`src/rtl/instr_fetch_unit.sv`:
```
// instr_fetch_unit: owns the PC, fetches over a valid/ready imem handshake and
// holds each instruction stable for the control unit until the core acks it.
module instr_fetch_unit #(
    parameter logic [31:0] RESET_PC = 32'h0000_0000,
    parameter int          XLEN     = 32
) (
    input  logic            clk,
    input  logic            reset,
    output logic            imem_req_valid,
    input  logic            imem_req_ready,
    output logic [XLEN-1:0] imem_req_addr,
    input  logic            imem_resp_valid,
    input  logic [XLEN-1:0] imem_resp_data,
    output logic            inst_valid,
    output logic [XLEN-1:0] inst,
    output logic [XLEN-1:0] inst_pc,
    output logic [6:0]      opcode,
    input  logic            inst_ack,
    input  logic            redirect_valid,
    input  logic [XLEN-1:0] redirect_pc,
    output logic            fetch_fault
);
    localparam logic [1:0] S_REQ   = 2'd0;
    localparam logic [1:0] S_WAIT  = 2'd1;
    localparam logic [1:0] S_HOLD  = 2'd2;
    localparam logic [1:0] S_FAULT = 2'd3;

    logic [1:0]      r_state;
    logic [XLEN-1:0] r_pc;
    logic [XLEN-1:0] r_inst;
    logic [XLEN-1:0] r_inst_pc;
    logic            r_inst_valid;
    logic            r_fault;
    logic            w_misaligned;

    assign w_misaligned   = redirect_pc[1:0] != 2'b00;
    assign imem_req_valid = r_state == S_REQ;
    assign imem_req_addr  = r_pc;
    assign inst_valid     = r_inst_valid;
    assign inst           = r_inst;
    assign inst_pc        = r_inst_pc;
    // Bubbles decode as all-zero so the control unit raises no enables.
    assign opcode         = r_inst_valid ? r_inst[6:0] : 7'b0000000;
    assign fetch_fault    = r_fault;

    always_ff @(posedge clk) begin
        if (reset) begin
            r_state      <= S_REQ;
            r_pc         <= RESET_PC;
            r_inst       <= '0;
            r_inst_pc    <= '0;
            r_inst_valid <= 1'b0;
            r_fault      <= 1'b0;
        end else begin
            case (r_state)
                S_REQ: if (imem_req_ready) r_state <= S_WAIT;
                S_WAIT: if (imem_resp_valid) begin
                    r_inst       <= imem_resp_data;
                    r_inst_pc    <= r_pc;
                    r_inst_valid <= 1'b1;
                    r_state      <= S_HOLD;
                end
                S_HOLD: if (inst_ack) begin
                    r_inst_valid <= 1'b0;
                    if (!redirect_valid) begin
                        r_pc    <= r_pc + XLEN'(4);
                        r_state <= S_REQ;
                    end else if (w_misaligned) begin
                        r_fault <= 1'b1;
                        r_state <= S_FAULT;
                    end else begin
                        r_pc    <= redirect_pc;
                        r_state <= S_REQ;
                    end
                end
                default: r_fault <= 1'b1;
            endcase
        end
    end
endmodule

```
`config.mk`:
```
export PLATFORM = sky130hd
export DESIGN_NAME = instr_fetch_unit
export DESIGN_NICKNAME = d
export VERILOG_FILES = /design/src/rtl/instr_fetch_unit.sv
export SDC_FILE = /design/constraint.sdc
export NUM_CORES = 1
export LEC_CHECK = 0
export CAP_MARGIN = 20
export CORE_MARGIN = 5
export CORE_UTILIZATION = 44
export CTS_CLUSTER_SIZE = 16
export DETAILED_ROUTE_END_ITERATION = 10
export HOLD_SLACK_MARGIN = 0.06
export PLACE_DENSITY = 0.8
export SLEW_MARGIN = 20
export SYNTH_ARGS = -nofsm -noshare
export SYNTH_HDL_FRONTEND = slang
export SYNTH_SLANG_ARGS = --single-unit
```
`constraint.sdc`:
```
create_clock -name clk -period 2.5 [get_ports clk]
set_input_delay 0.375 -clock clk [delete_from_list [all_inputs] [get_ports clk]]
set_output_delay 0.375 -clock clk [all_outputs]
set_load 0.005 [all_outputs]
```
==> results.sh <==
export IMPL_hold_path_class="in -> reg"
export IMPL_ctsResizeCount=0
export IMPL_post_drt_wl_per_cell_um=16.9
export IMPL_fin_util_pct=65.2
export IMPL_nFillCells=870
export IMPL_antenna_left=0
export IMPL_multiInputGateArea_um2=2350
export IMPL_final_cells=895
export IMPL_yosys_warnings=0
export IMPL_crit_type="reg -> reg"
export IMPL_final_net_count=829
export IMPL_whs_ns=0.326
export IMPL_vias=4953
export IMPL_async_flop_share_pct=0
export IMPL_path_clk_slew_ns=0.10
export IMPL_critPathLaunchType="flop"
export IMPL_period_share_pct=85.3
export IMPL_synthesis_area_um2=4590
export IMPL_hold_violations=0
export IMPL_cts_setup_buffers=0
export IMPL_initial_core_util_pct=44.9
export IMPL_final_common_cell="clkdlybuf4s50_1"
export IMPL_power_frac_clock_pct=30.2
export IMPL_syn_inst=592
export IMPL_cp_data_required_time_ns=2.75
export IMPL_cp_arrival_ns=2.38
export IMPL_grt_max_degree=49
export IMPL_timing_final_crit_period_ns=2.13
export IMPL_cts_sinks=100
export IMPL_dpl_cell_count=879
export IMPL_gr_total_overflow=0
export IMPL_first_iter_violations=470
export IMPL_rows=37
export IMPL_switching_power_mw=0.916
export IMPL_setup_viol=0
export IMPL_internal_power_mw=2.36
export IMPL_grt_pass1_wl_mm=24.2
export IMPL_hold_buffers=0
export IMPL_grt_setup_unrepaired="false"
export IMPL_avgSynthCellArea_um2=7.75
export IMPL_switching_share_pct=28.0
export IMPL_syn_nets=667
export IMPL_fmax_ghz=0.469
export IMPL_gr_usage_all_layers_pct=23.2
export IMPL_drc_errors=0
export IMPL_synthDistinctLibCells=57
export IMPL_yosysSeqAreaShare_pct=43.6
export IMPL_synth_seq_cells=100
export IMPL_status="completed"
export IMPL_dpl_hpwl_mm=11.1
export IMPL_numCtsBuffers=9
export IMPL_drive_above_1_share_pct=6.19
export IMPL_cts_htree_levels=3
export IMPL_holdPathStages=2
export IMPL_regArea_um2=2000
export IMPL_slew_violations=0
export IMPL_power_density_nw_per_um2=491
export IMPL_power_leakage_nw=2.24
export IMPL_clockRootBuffer="clkbuf_8"
export IMPL_slew_limit_headroom_pct=55.8
export IMPL_gp_congestion=0.859
export IMPL_vias_per_cell=5.53
export IMPL_p_comb_share_pct=17.9
export IMPL_coreArea_um2=10200
export IMPL_die_area_um2=12600
export IMPL_postPlaceCellArea_um2=6490
export IMPL_fp_dieH_um=112
export IMPL_antenna_found_initial=0
export IMPL_seq_power_share_pct=51.8
export IMPL_worst_pin_slew_ns=0.661
export IMPL_synth_edf_count=0
export IMPL_grt_pass1_vias=4744
export IMPL_maxCapViolations=0
export IMPL_ys_flop_type="dfxtp_1"
export IMPL_diodes=0
export IMPL_reg2reg_depth=5
export IMPL_end_kind="flop"
export IMPL_tns_ns=0
export IMPL_portBuffers=175
export IMPL_ios=176
export IMPL_fp_dieW_um=112
export IMPL_layout_common_cells="clkdlybuf4s50_1 (174), nand2_1 (161), dfxtp_1 (100), a21oi_1 (89), nor2_1 (21)"
export IMPL_drt_pre_antenna_iters=6
export IMPL_crit_fanout=10
export IMPL_wirelength_mm=15.2
export IMPL_fin_area_um2=6670
export IMPL_skew_ns=0.0121
export IMPL_max_vdd_ir_drop_mv=0.398
export IMPL_cts_tree="built"
export IMPL_syn_to_final_growth_pct=45.4
export IMPL_clock_latency_ns=0.37
export IMPL_clockBufferDepth=2
-- power groups by stage --
stage / Sequential (mW) / Combinational (mW) / Clock, mW
finish: 1.70 / 0.588 / 0.990
detailed placement: 1.73 / 0.588 / 0
CTS: 1.70 / 0.591 / 1.01
global placement: 1.73 / 0.574 / 0
floorplan: 1.73 / 0.249 / 0
global route: 1.71 / 0.642 / 1.06
-- sequential cells by signal, summed over array words and instances (netlist names) --
signal / flops
fetch_fault: 1
r_state: 2
imem_req_addr: 32
inst_pc: 32
inst: 32
inst_valid: 1
-- synth_stat cells, types with 3 or more instances --
library cell / number / area [um2]
a211oi_1: 3 / 22.5
a21oi_1: 89 / 445
a22oi_1: 5 / 37.5
a31oi_1: 7 / 43.8
and2_1: 14 / 87.6
and3_1: 13 / 81.3
and4_1: 6 / 52.6
buf_1: 4 / 15.0
buf_2: 5 / 25.0
buf_4: 5 / 37.5
buf_6: 3 / 33.8
clkbuf_1: 27 / 101
dfxtp_1: 100 / 2000
ha_1: 5 / 62.6
inv_1: 8 / 30.0
mux2i_1: 8 / 80.1
nand2_1: 162 / 608
nand3_1: 17 / 85.1
nand4_1: 7 / 43.8
nor2_1: 21 / 78.8
nor2b_1: 3 / 18.8
nor3_1: 8 / 40.0
nor4_1: 8 / 50.1
o211ai_1: 4 / 30.0
o21ai_0: 11 / 55.1
o22ai_1: 8 / 50.1
o31ai_1: 3 / 22.5
or4_1: 3 / 22.5
-- critical path: stages, from the launching register on --
cell,delay (ns)
dfxtp_1,0.36
ha_1,0.25
and4_1,0.40
and4_1,0.49
nand4_1,0.15
a311o_1,0.38
-- final cells by class --
class                   count  share of cell area, %
flip-flops and latches    100                   30.0
clock inverters             5                  0.638
repair buffers            195                   29.0
well taps                 136                   2.55
multi-input cells         440                   35.2
clock buffers              11                   2.12
inverters                   8                  0.450
-- path summary, 6_finish.rpt --
check | start | endpoint | slack, ns
min reg2reg | inst[14] | inst[14] | 0.46
max | imem_req_addr[2] | imem_req_addr[28] | 0.37
min | reset | inst_pc[27] | 0.33
max reg2reg | imem_req_addr[2] | imem_req_addr[28] | 0.37
-- per-layer routing --
layer	vias up	track usage (%)	share of wire, %
li1	2386	-	-
met2	254	39.8	48
met1	2292	28.8	41
met5	-	0	0
met4	0	6.57	1.9
met3	21	5.93	8.7
-- per-stage QoR --
step / setup WS [ns] / power [mW]
4_1_cts: 0.400 / 3.29
3_3_place_gp: 0.261 / 2.30
5_1_grt: 0.250 / 3.41
3_5_place_dp: 0.236 / 2.32
6_report: 0.366 / 3.28
2_1_floorplan: 0.682 / 1.98
-- kinds of logic after synthesis --
group | share of synthesized area (%)
buffers and inverters | 5.29
and+or+nand+nor | 28.3
AOI/OAI and AO/OA | 19.4
adders and majority gates | 1.36
muxes | 1.99
DFF | 43.6
Note: power is estimated with default switching activity, not from simulation.
